**config.mk**
```make
export PLATFORM = sky130hd
export DESIGN_NAME = dbus_uncached_axi
export DESIGN_NICKNAME = d
export VERILOG_FILES = /design/src/rtl/dbus_uncached_axi.sv
export SDC_FILE = /design/constraint.sdc
export NUM_CORES = 1
export LEC_CHECK = 0
export ABC_AREA = 1
export CORE_MARGIN = 3
export CORE_UTILIZATION = 39
export CTS_BUF_LIST = sky130_fd_sc_hd__clkbuf_16
export CTS_CLUSTER_DIAMETER = 40
export DETAILED_ROUTE_END_ITERATION = 16
export GPL_TIMING_DRIVEN = 0
export HOLD_SLACK_MARGIN = 0.06
export SETUP_SLACK_MARGIN = 0.02
export SLEW_MARGIN = 20
export SYNTH_ARGS = -nofsm -noshare
export SYNTH_HDL_FRONTEND = slang
export SYNTH_SLANG_ARGS = --single-unit
```
**constraint.sdc**
```tcl
create_clock -name clk -period 12.1 [get_ports clk]
set_input_delay 2.42 -clock clk [delete_from_list [all_inputs] [get_ports clk]]
set_output_delay 2.42 -clock clk [all_outputs]
set_load 0.05 [all_outputs]
```
**src/rtl/dbus_uncached_axi.sv**
```systemverilog
// Uncached dbus responder: posts stores through a small write buffer and turns
// loads/stores into single-beat AXI4 transactions, draining stores before loads.
module dbus_uncached_axi #(
  parameter int unsigned WBUF_DEPTH = 4,
  parameter logic [3:0]  AXI_ID     = 4'd0
) (
  input  logic        clk,
  input  logic        rst,
  input  logic        dbus_read,
  input  logic        dbus_write,
  input  logic [31:0] dbus_address,
  input  logic [3:0]  dbus_byteenable,
  input  logic [31:0] dbus_wrdata,
  output logic [31:0] dbus_rddata,
  output logic        dbus_stall,
  output logic        wbuf_empty,
  output logic        resp_err,
  output logic [3:0]  arid,
  output logic [31:0] araddr,
  output logic [7:0]  arlen,
  output logic [2:0]  arsize,
  output logic [1:0]  arburst,
  output logic        arvalid,
  input  logic        arready,
  input  logic [31:0] rdata,
  input  logic [1:0]  rresp,
  input  logic        rlast,
  input  logic        rvalid,
  output logic        rready,
  output logic [3:0]  awid,
  output logic [31:0] awaddr,
  output logic [7:0]  awlen,
  output logic [2:0]  awsize,
  output logic [1:0]  awburst,
  output logic        awvalid,
  input  logic        awready,
  output logic [31:0] wdata,
  output logic [3:0]  wstrb,
  output logic        wlast,
  output logic        wvalid,
  input  logic        wready,
  input  logic [1:0]  bresp,
  input  logic        bvalid,
  output logic        bready
);

  localparam int unsigned PTR_W = $clog2(WBUF_DEPTH);
  localparam int unsigned CNT_W = $clog2(WBUF_DEPTH + 1);

  typedef struct packed {
    logic [31:0] addr;
    logic [2:0]  size;
    logic [3:0]  strb;
    logic [31:0] data;
  } wbuf_entry_t;

  typedef enum logic [1:0] {W_IDLE, W_SEND, W_RESP} w_state_t;
  typedef enum logic [2:0] {R_IDLE, R_DRAIN, R_ADDR, R_DATA, R_DONE} r_state_t;

  // Returns {size, addr[1:0]} for a byte-enable pattern.
  function automatic logic [4:0] size_lo(input logic [3:0] be);
    case (be)
      4'b0011: size_lo = {3'd1, 2'd0};
      4'b1100: size_lo = {3'd1, 2'd2};
      4'b0001: size_lo = {3'd0, 2'd0};
      4'b0010: size_lo = {3'd0, 2'd1};
      4'b0100: size_lo = {3'd0, 2'd2};
      4'b1000: size_lo = {3'd0, 2'd3};
      default: size_lo = {3'd2, 2'd0};
    endcase
  endfunction

  w_state_t          w_state, w_state_nxt;
  r_state_t          r_state, r_state_nxt;
  wbuf_entry_t       mem [WBUF_DEPTH];
  wbuf_entry_t       head, push_entry;
  logic [PTR_W-1:0]  wr_ptr, rd_ptr;
  logic [CNT_W-1:0]  count, count_nxt;
  logic [4:0]        req_sl;
  logic [31:0]       ar_addr;
  logic [2:0]        ar_size;
  logic              push, pop, full, read_busy, aw_done, w_done, aw_fin, w_fin;
  logic              unused_bits;

  assign unused_bits = ^{dbus_address[1:0], rlast};

  assign req_sl     = size_lo(dbus_byteenable);
  assign push_entry = '{addr: {dbus_address[31:2], req_sl[1:0]}, size: req_sl[4:2],
                        strb: dbus_byteenable, data: dbus_wrdata};
  assign head       = mem[rd_ptr];
  assign full       = (count == CNT_W'(WBUF_DEPTH));
  assign pop        = bready && bvalid;
  assign push       = dbus_write && !read_busy && (!full || pop);
  assign count_nxt  = CNT_W'(count + CNT_W'(push) - CNT_W'(pop));
  assign wbuf_empty = (count == '0) && (w_state == W_IDLE);
  assign dbus_stall = read_busy || (dbus_write && full && !pop);
  assign aw_fin     = aw_done || (awvalid && awready);
  assign w_fin      = w_done || (wvalid && wready);

  // Buffer storage is not reset; payload outputs are gated by state instead.
  always_ff @(posedge clk) begin
    if (push) mem[wr_ptr] <= push_entry;
  end

  always_ff @(posedge clk) begin
    if (rst) begin
      w_state <= W_IDLE;
      r_state <= R_IDLE;
    end else begin
      w_state <= w_state_nxt;
      r_state <= r_state_nxt;
    end
  end

  always_comb begin
    w_state_nxt = w_state;
    case (w_state)
      W_IDLE:  if (count != '0) w_state_nxt = W_SEND;
      W_SEND:  if (aw_fin && w_fin) w_state_nxt = W_RESP;
      W_RESP:  if (bvalid) w_state_nxt = (count_nxt != '0) ? W_SEND : W_IDLE;
      default: w_state_nxt = W_IDLE;
    endcase
  end

  always_comb begin
    awvalid = (w_state == W_SEND) && !aw_done;
    wvalid  = (w_state == W_SEND) && !w_done;
    bready  = (w_state == W_RESP);
    awid    = AXI_ID;
    awlen   = 8'd0;
    awaddr  = '0;
    awsize  = '0;
    awburst = '0;
    wdata   = '0;
    wstrb   = '0;
    wlast   = 1'b0;
    if (w_state == W_SEND) begin
      awaddr  = head.addr;
      awsize  = head.size;
      awburst = 2'b01;
      wdata   = head.data;
      wstrb   = head.strb;
      wlast   = 1'b1;
    end
  end

  // A simultaneous write wins over a read; the read is not started.
  always_comb begin
    r_state_nxt = r_state;
    case (r_state)
      R_IDLE:  if (dbus_read && !dbus_write) r_state_nxt = wbuf_empty ? R_ADDR : R_DRAIN;
      R_DRAIN: if (wbuf_empty) r_state_nxt = R_ADDR;
      R_ADDR:  if (arready) r_state_nxt = R_DATA;
      R_DATA:  if (rvalid) r_state_nxt = R_DONE;
      R_DONE:  r_state_nxt = R_IDLE;
      default: r_state_nxt = R_IDLE;
    endcase
  end

  always_comb begin
    arvalid   = (r_state == R_ADDR);
    rready    = (r_state == R_DATA);
    arburst   = (r_state == R_ADDR) ? 2'b01 : 2'b00;
    arid      = AXI_ID;
    arlen     = 8'd0;
    araddr    = ar_addr;
    arsize    = ar_size;
    read_busy = (r_state == R_DRAIN) || (r_state == R_ADDR) || (r_state == R_DATA) ||
                ((r_state == R_IDLE) && dbus_read && !dbus_write);
  end

  always_ff @(posedge clk) begin
    if (rst) begin
      wr_ptr      <= '0;
      rd_ptr      <= '0;
      count       <= '0;
      aw_done     <= 1'b0;
      w_done      <= 1'b0;
      ar_addr     <= '0;
      ar_size     <= '0;
      dbus_rddata <= '0;
      resp_err    <= 1'b0;
    end else begin
      if (push) wr_ptr <= wr_ptr + PTR_W'(1);
      if (pop)  rd_ptr <= rd_ptr + PTR_W'(1);
      count   <= count_nxt;
      aw_done <= (w_state == W_SEND) && (w_state_nxt == W_SEND) && aw_fin;
      w_done  <= (w_state == W_SEND) && (w_state_nxt == W_SEND) && w_fin;
      if ((r_state == R_IDLE) && (r_state_nxt != R_IDLE)) begin
        ar_addr <= push_entry.addr;
        ar_size <= push_entry.size;
      end
      if (rvalid && rready) dbus_rddata <= rdata;
      resp_err <= (rvalid && rready && (rresp != 2'b00)) ||
                  (bvalid && bready && (bresp != 2'b00));
    end
  end

endmodule

```
Yosys cells after proc, flatten, opt, wreduce, memory -nomap -nowiden:

Memory sizes are Yosys's and may differ from the RTL's. A register that Yosys moved wholly into a read port is not among the register bits.
Cells that the tools add are included.

* $add $sub $neg: 4
* multiply operators: 0
* divide/modulo/power cells: 0
* order comparisons: 0
* equality and inequality tests: 13
* shift-type cells: 0
* muxes and demuxes: 23
* bitwise gates (word level): 0
* reduce and logical (&&, ||, !) cells: 43

Operator list (count)
* 32-bit two-way mux: 2
* 4-bit case mux with 6 select lines: 1
* 1-bit logical AND: 21
* 3-bit two-way mux: 5
* 2-bit two-way mux: 6
* 3-bit case mux with 4 select lines: 1
* 3-bit nonzero test: 3
* 4-bit by 2-bit equality test with 1-bit output (second input constant): 2
* 4-bit equality test (second input constant): 2
* 1-bit logical OR: 8
* 3-bit by 2-bit equality test with 1-bit output (second input constant): 2
* 1-bit logical NOT: 6
* 3-bit logical NOT: 2
* 1-bit two-way mux: 6
* 2-bit case mux with 3 select lines: 1
* 2-bit by 1-bit adder with 2-bit output (second input constant): 2
* 2-bit by 1-bit equality test with 1-bit output (second input constant): 2
* 4-bit by 1-bit equality test with 1-bit output (second input constant): 1
* 4-bit by 3-bit equality test with 1-bit output (second input constant): 1
* 4-bit two-way mux: 1
* 2-bit nonzero test: 2
* 3-bit by 1-bit adder with 3-bit output: 1
* 3-bit by 1-bit equality test with 1-bit output (second input constant): 1
* 3-bit equality test (second input constant): 1
* 3 further kinds: 3

* register bits: 82
* latch bits: 0
* memory bits (writable): 280
* ROM bits: 0
* input bits: 114
* output and inout bits: 175
* logic and storage cells: 95
* memories kept: 1

Memories
* mem: depth 4, width 70, rd ports 1, clocked after Yosys merged registers in 1, write ports 1, line 75 `wbuf_entry_t mem [WBUF_DEPTH];`

Logic depth before layout (Yosys ltp):

Gate-level depths: netlist of the first run.

* depth in word-level cells: 16
* depth in mapped cells: 13

Worst setup path before layout of the first run:

Ideal clock, no wire load.

* path type: input to register
* start point: in dbus_write
* end point: mem mem[0][0] (netlist name), enable pin
* data arrival time: 5746 ps
* required time: 11601 ps
* path slack: 5855 ps
* stages on the path: 4
* path buffers: 0
* cell sequence: inv_1 -> nor2_1 -> nand2_1 -> nor2_1

* cells in the longest elaborated chain, start to end: 8

Ends and longest elaborated chain
* start: declaration: line 10 `input logic dbus_write,`
* 1-bit logical NOT: line 169 `((r_state == R_IDLE) && dbus_read && !dbus_write);`
* 1-bit logical AND: line 169
* 1-bit logical OR: line 168 `read_busy = (r_state == R_DRAIN) || (r_state == R_ADDR) || (r_state == R_DATA) ||`
* 1-bit logical NOT: line 93 `assign push = dbus_write && !read_busy && (!full || pop);`
* 1-bit logical AND (*) (2 in series): line 93
* 1-bit two-way mux (*): line 102 `if (push) mem[wr_ptr] <= push_entry;`
* 1-bit two-way mux (implied by the code) (*): line 102
* end: declaration: line 75

Mark *: on every way between the ends. The rest lies on a longest branch, timed or not.

Final worst setup path of the first run:

* start point: in dbus_write
* end point: out dbus_stall

* cells in the longest elaborated chain, start to end: 4

Ends and longest elaborated chain
* 1-bit logical NOT: line 169
* 1-bit logical AND: line 169
* 1-bit logical OR: line 168
* 1-bit logical OR (*): line 96 `assign dbus_stall = read_busy || (dbus_write && full && !pop);`
* end: declaration: line 15 `output logic dbus_stall,`

Marked as above.

==> flow_metrics.tcl, run 1 <==
set metrics [dict create \
    yosysWarnings 0 \
    synthTopCellsByCount "nor2_1, edfxtp_1, o21ai_0" \
    cts.path.max_buffers 3 \
    netlist_instances 1285 \
    post-route-period-util_pct 55.78 \
    hold_depth 2 \
    synth_area_um2 14250 \
    clk_pin_slew_ps 60 \
    tightest_slew_ps 1097 \
    ys_async_sr_fraction_pct 0 \
    drive_gt1_share_pct 11.43 \
    insertion_delay_ps 580 \
    overflow 0 \
    pwr-share-seq_pct 36.8 \
    avgViaCountPerCell 4.860 \
    p_comb_share_pct 26.5 \
    die_area_um2 38880 \
    post-cts-setup-buffer-count 0 \
    fp.coreArea_um2 35830 \
    clock_skew_ps 25.67 \
    place_area_um2 17890 \
    timing.hold.ws_ps 481.7 \
    switchingPower_w 0.001442 \
    cts_tree "yes" \
    power.clock.fraction_pct 36.6 \
    synth.area.top_cells "edfxtp_1, dfxtp_1, nor2_1, o21ai_0, a21oi_1" \
    drt_iter0_drc 629 \
    grt_max_degree 24 \
    wl_per_cell_um 18.21 \
    synth_most_common_cell "nor2_1" \
    finalHoldViolCount 0 \
    cts_resized 0 \
    post-dp-hpwl_um 26140 \
    holdPathEnd "araddr[22]" \
    avgSynthCellArea_um2 11.09 \
    cp_max_fo 10 \
    ys_seq_elements 363 \
    worstPathRequired_ps 9680 \
    setup_viol 0 \
    synth_flop_cell "edfxtp_1" \
    cts_htree_levels 2 \
    p_leak_nw 7.278 \
    slew_viol_final 0 \
    die_h_um 197.2 \
    yosysSeqAreaShare_pct 70.65 \
    worstReg2RegStart "w_state[0]" \
    drc 0 \
    wl_um 39000 \
    vdd_drop_max_v 0.0001145 \
    critPathKind "input port to primary output" \
    slew_headroom_pct 26.20 \
    pre_cts_slack_ps 5352 \
    die_width_um 197.2 \
    ioPinCount 289 \
    initial_core_util_pct 39.78 \
    critPathLaunchType "input port" \
    drv_cap 0 \
    fin_area_um2 19780 \
    area_delta_synth_final_pct 38.74 \
    rows 69 \
    track_usage_pct 19.87 \
    antenna_found_initial 0 \
    ctsHoldBuffers 0 \
    yosysUniqueCellTypes 26 \
    min_period_ps 6749 \
    grt_pass1_wl_um 59500 \
    ant_nets 0 \
    synth_top_cell_area_share_pct 58.99 \
    ff2ff_setup_slack_ps 9460 \
    status "completed" \
    p_int_w 0.002965 \
    cts-buffers-inserted 52 \
    nets 1758 \
    worstReg2RegEnd "mem[2][16]" \
    cts_root_buffer "clkbuf_16" \
    crit_path_end_kind "primary output" \
    reg2reg_depth 8 \
    fmax_mhz 148.2 \
    swShare_pct 32.72 \
    hold_path_class "register to register" \
    first_pass_iters 5 \
    io_buffers 257 \
    synth_top_cell_by_area "edfxtp_1" \
    final_util_pct 55.19 \
    cp_data_arrival_time_ps 4330 \
    grt_pass1_vias 10430 \
    synth_edf_count 280 \
    rsz0062_at_grt "no" \
    gp_congestion 0.7594 \
    clock-sinks 363 \
    finalSetupTns_ps 0 \
    min-delay-start "araddr[22]" \
    layout_setup_ws_ps 5351 \
    vias 10410 \
    powerDensity_nw_per_um2 222.8 \
]
==> registers in the layout (all words and copies together) (netlist names), named ones only <==
| register | count |
|---|---|
| w_state | 2 |
| w_done | 1 |
| rd_ptr | 2 |
| r_state | 3 |
| araddr | 32 |
| mem | 280 |
| wr_ptr | 2 |
| arsize | 2 |
| count | 3 |
| dbus_rddata | 32 |
| resp_err | 1 |
| aw_done | 1 |
==> cells in the final DEF, fill, tap and decap left out, types with 2 or more instances in the layout <==
| cell type | netlist | routed |
|---|---|---|
| clkbuf_16 | 0 | 52 |
| a21oi_1 | 84 | 84 |
| inv_6 | 0 | 10 |
| clkbuf_1 | 31 | 31 |
| nor3_1 | 2 | 2 |
| inv_2 | 6 | 6 |
| clkinv_8 | 0 | 2 |
| buf_4 | 41 | 41 |
| clkinv_2 | 1 | 3 |
| o21ai_0 | 166 | 166 |
| inv_1 | 27 | 29 |
| inv_8 | 0 | 3 |
| buf_12 | 0 | 4 |
| clkinv_1 | 0 | 5 |
| buf_2 | 14 | 14 |
| clkinv_4 | 0 | 7 |
| bufinv_16 | 0 | 10 |
| buf_16 | 0 | 10 |
| clkdlybuf4s50_1 | 0 | 257 |
| nand3_1 | 11 | 11 |
| o21ai_1 | 46 | 46 |
| nor2_2 | 2 | 2 |
| clkbuf_2 | 12 | 12 |
| buf_6 | 5 | 5 |
| ha_1 | 6 | 6 |
| edfxtp_1 | 280 | 280 |
| conb_1 | 1 | 28 |
| clkinvlp_4 | 0 | 4 |
| nor2_4 | 1 | 5 |
| nand2_1 | 24 | 24 |
| dfxtp_1 | 83 | 83 |
| nor2_1 | 437 | 433 |
==> cell type report <==
| type | instances | area, um2 |
|---|---|---|
| well taps | 461 | 576.8 |
| clock inverters | 45 | 581.8 |
| fillers | 3058 | 16050 |
| plain buffers | 103 | 610.6 |
| diodes | 1 | 2.502 |
| repair buffers | 271 | 2928 |
| flip-flops and latches | 363 | 10070 |
| inverters | 34 | 128.9 |
| clock buffers | 52 | 1301 |
| multi-input cells | 812 | 3576 |
==> worst max-delay path, stage by stage <==
cell             delay [ps]
clkdlybuf4s50_1         410
inv_1                   130
nand4_4                 200
clkinv_2                180
nor2_1                   50
o21ai_0                  70
clkdlybuf4s50_1         860
==> cell families (layout without fill, tap and decap cells) <==
kind of cell	Yosys count	count (layout)	share of synthesized area, %
and+or+nand+nor	481	481	13.08
DFF	363	363	70.65
AOI/OAI and AO/OA	296	296	10.39
buffers and inverters	137	505	5.188
adders and majority gates	7	7	0.6671
other	1	29	0.02631
==> power groups by stage <==
stage               clock [W]  sequential [W]  combinational, W
floorplan                   0         0.00175          0.000613
global route          0.00169         0.00164           0.00126
CTS                   0.00164         0.00162           0.00118
detailed placement          0         0.00165           0.00118
global placement            0         0.00169           0.00109
finish                0.00161         0.00162           0.00117
==> worst max path at each step <==
stage                          start          to  slack [ps]  depth (start not counted)
after global placement        bvalid   mem[1][5]        2670                          5
after detailed placement  dbus_write  dbus_stall        5350                          7
after CTS                 dbus_write  dbus_stall        5340                          7
after global routing      dbus_write  dbus_stall        5220                          7
after floorplan           dbus_write   mem[0][0]        5850                          4
final                     dbus_write  dbus_stall        5350                          7
==> per-stage QoR <==
step | total power (W) | cells
2_1_floorplan | 0.002367 | 1312
3_3_place_gp | 0.002771 | 2030
3_5_place_dp | 0.002827 | 2044
5_1_grt | 0.004597 | 2141
4_1_cts | 0.004450 | 2141
6_report | 0.004406 | 2142
==> per-layer routing <==
| metal | vias up | wire [um] | track usage (%) |
|---|---|---|---|
| met2 | 384 | 17970 | 32.05 |
| met3 | 66 | 3440 | 5.799 |
| li1 | 5085 | - | - |
| met4 | 0 | 945 | 6.468 |
| met1 | 4876 | 16650 | 26.06 |
| met5 | - | 0 | 0 |
Note: power is estimated with default switching activity, not from simulation.
==> run 2: changes to the inputs <==
- clock period: 12.1 -> 6.3 ns (I/O delays scaled with it)
==> results of run 2 <==
Same layout as run 1 (identical final DEF). Status: completed.
Main changes from that run: setup slack after placement 5352 ps -> 1872 ps; setup slack after layout 5351 ps -> 1871 ps; register-to-register setup slack 9460 ps -> 3660 ps; total power 0.004406 W -> 0.008463 W; worst IR drop on VDD 0.0001145 V -> 0.0002199 V
==> run 3: changes to the inputs <==
- PLACE_DENSITY: default -> 0.66
- clock period: 6.3 -> 3.7 ns (I/O delays scaled with it)
==> run 3 against run 2 <==
- clock-buffer cell count shrank 1
- worst setup slack lost 1700 ps
- clock skew shrank 9.4 ps
- sequential power grew 71%
- power grew 62%
- critical path type is now register to primary output
- combinational power grew 64%
- via count shrank 0.51%
==> flow_metrics.tcl, run 3 (synthesis results as in run 1) <==
set metrics [dict create \
    status "completed" \
    avgViaCountPerCell 4.854 \
    ctsHoldBuffers 0 \
    rsz0062_at_grt "no" \
    post-dp-hpwl_um 26150 \
    rows 69 \
    cts-buffers-inserted 50 \
    antenna_found_initial 0 \
    cp_num_cells 7 \
    powerDensity_nw_per_um2 699.2 \
    cts_htree_levels 2 \
    finalSetupTns_ps 0 \
    drive_gt1_share_pct 10.76 \
    grt_pass1_wl_um 58970 \
    cp_max_fo 10 \
    initial_core_util_pct 39.78 \
    layout_common_cells "nor2_1, edfxtp_1, clkdlybuf4s50_1" \
    wl_um 38800 \
    cts.path.max_buffers 3 \
    io_buffers 257 \
    drc 0 \
    diodes 0 \
    instances_no_fill 2134 \
    worstReg2RegStart "r_state[1]" \
    clock-sinks 363 \
    regMostFlops "mem" \
    slew_viol_final 0 \
    cpMaxStageDelayCell "clkdlybuf4s50_1" \
    area_delta_synth_final_pct 37.16 \
    insertion_delay_ps 550 \
    post-route-period-util_pct 95.37 \
    cp-endpoint "wdata[6]" \
    cts_root_buffer "clkbuf_16" \
    placed_cells_incl_taps 2042 \
    nets 1754 \
    critPathLaunchType "register" \
    die_h_um 197.2 \
    post-cts-setup-buffer-count 0 \
    setup_viol 0 \
    grt_pass1_vias 10520 \
    reg2reg_depth 12 \
    wl_per_cell_um 18.18 \
    tightest_slew_ps 1128 \
    hold_path_class "register to register" \
    first_pass_iters 5 \
    path_cells "buf_2 > inv_2 > clkbuf_1 > nor2_1 > o21ai_1 > a21oi_1 > clkdlybuf4s50_1" \
    crit_path_end_kind "primary output" \
    drt_iter0_drc 525 \
    critPathKind "register to primary output" \
    die_area_um2 38880 \
    fp.coreArea_um2 35830 \
    vias 10360 \
    cp_data_arrival_time_ps 2790 \
    final_common_cell "nor2_1" \
    overflow 0 \
    ant_nets 0 \
    worstPathRequired_ps 2960 \
    cp.buffers_inverters 4 \
    drv_cap 0 \
    min_period_ps 3529 \
    cts_tree "yes" \
    p_leak_nw 7.997 \
    clk_pin_slew_ps 50 \
    worstReg2RegEnd "w_state[0]" \
    ff2ff_setup_slack_ps 1070 \
    gp_congestion 0.7545 \
    finalHoldViolCount 0 \
    clock_skew_ps 16.27 \
    track_usage_pct 19.65 \
    critPathMaxStageDelay_ps 810 \
    die_width_um 197.2 \
    largest_reg_flops 280 \
    slew_headroom_pct 24.14 \
    grt_max_degree 23 \
    ioPinCount 289 \
    cp_top_family "buffers and inverters" \
    vdd_drop_max_v 0.0003841 \
    fmax_mhz 283.4 \
]
[run 3: cell types whose count changed in the layout (fill, tap and decap cells not counted), moves of 4 or more]
cell,before,now
buf_16,10,6
dlygate4sd2_1,0,24
clkinv_2,3,10
clkinv_4,7,2
dlymetal6s2s_1,0,44
clkdlybuf4s50_1,257,188
inv_6,10,3
bufinv_16,10,5
[run 3: cell type report]
class | instances | area, um2
Timing Repair Buffer | 269 | 2928
Inverter | 34 | 128.9
Clock buffer | 51 | 1276
Buffer | 103 | 610.6
Clock inverter | 41 | 384.1
Multi-Input combinational cell | 812 | 3576
Sequential cell | 363 | 10070
Tap cell | 461 | 576.8
Fill cell | 3094 | 16280
[run 3: tightest hold or removal path: stages, from the launching register on]
cell,delay (ps)
dfxtp_1,290
inv_1,60
a21oi_1,70
[run 3: through the flow]
| stage | hold slack [ps] | total power [W] | instance area, um2 | utilization (%) | setup WS [ps] |
|---|---|---|---|---|---|
| floorplan | 435.8 | 0.007741 | 14360 | - | -865.3 |
| global placement | 454.4 | 0.008633 | 17500 | 48.86 | -4014 |
| detailed placement | 455.8 | 0.009178 | 17810 | 49.72 | 251.6 |
| CTS | 466.0 | 0.01381 | 19440 | 54.27 | 20.10 |
| global route | 496.2 | 0.01430 | 19550 | 54.57 | 24.66 |
| finish | 469.2 | 0.01367 | 19550 | 54.57 | 171.2 |
[run 3: power breakdown]
part,switching (W),internal [W]
Combinational,0.00257,0.00112
Sequential,0.000181,0.00513
Clock,0.00178,0.00288
[run 3: per-layer routing]
metal / vias up / track usage (%) / part of all wire (%)
met4: 0 / 4.250 / 1.5
met2: 397 / 32.94 / 47
met5: - / 0 / 0
met1: 4855 / 25.02 / 42
li1: 5058 / - / -
met3: 48 / 6.601 / 10
[run 3: what timing repair did]
item / in CTS / in global routing
pin swaps: 0 / 0
resized for setup: 25 / 46
cloned: 0 / 0
hold endpoints to repair: 0 / 0
setup endpoints to repair: 25 / 45
[run 3: worst min-delay path by stage]
stage	from	slack, ps	depth (start not counted)	end
after floorplan	rd_ptr[1]	440	2	register
after global routing	rd_ptr[1]	500	2	rd_ptr[1]
final	rd_ptr[1]	470	2	register
after global placement	rd_ptr[0]	450	1	rd_ptr[0]
after CTS	rd_ptr[1]	470	2	register
after detailed placement	rd_ptr[1]	460	2	rd_ptr[1]
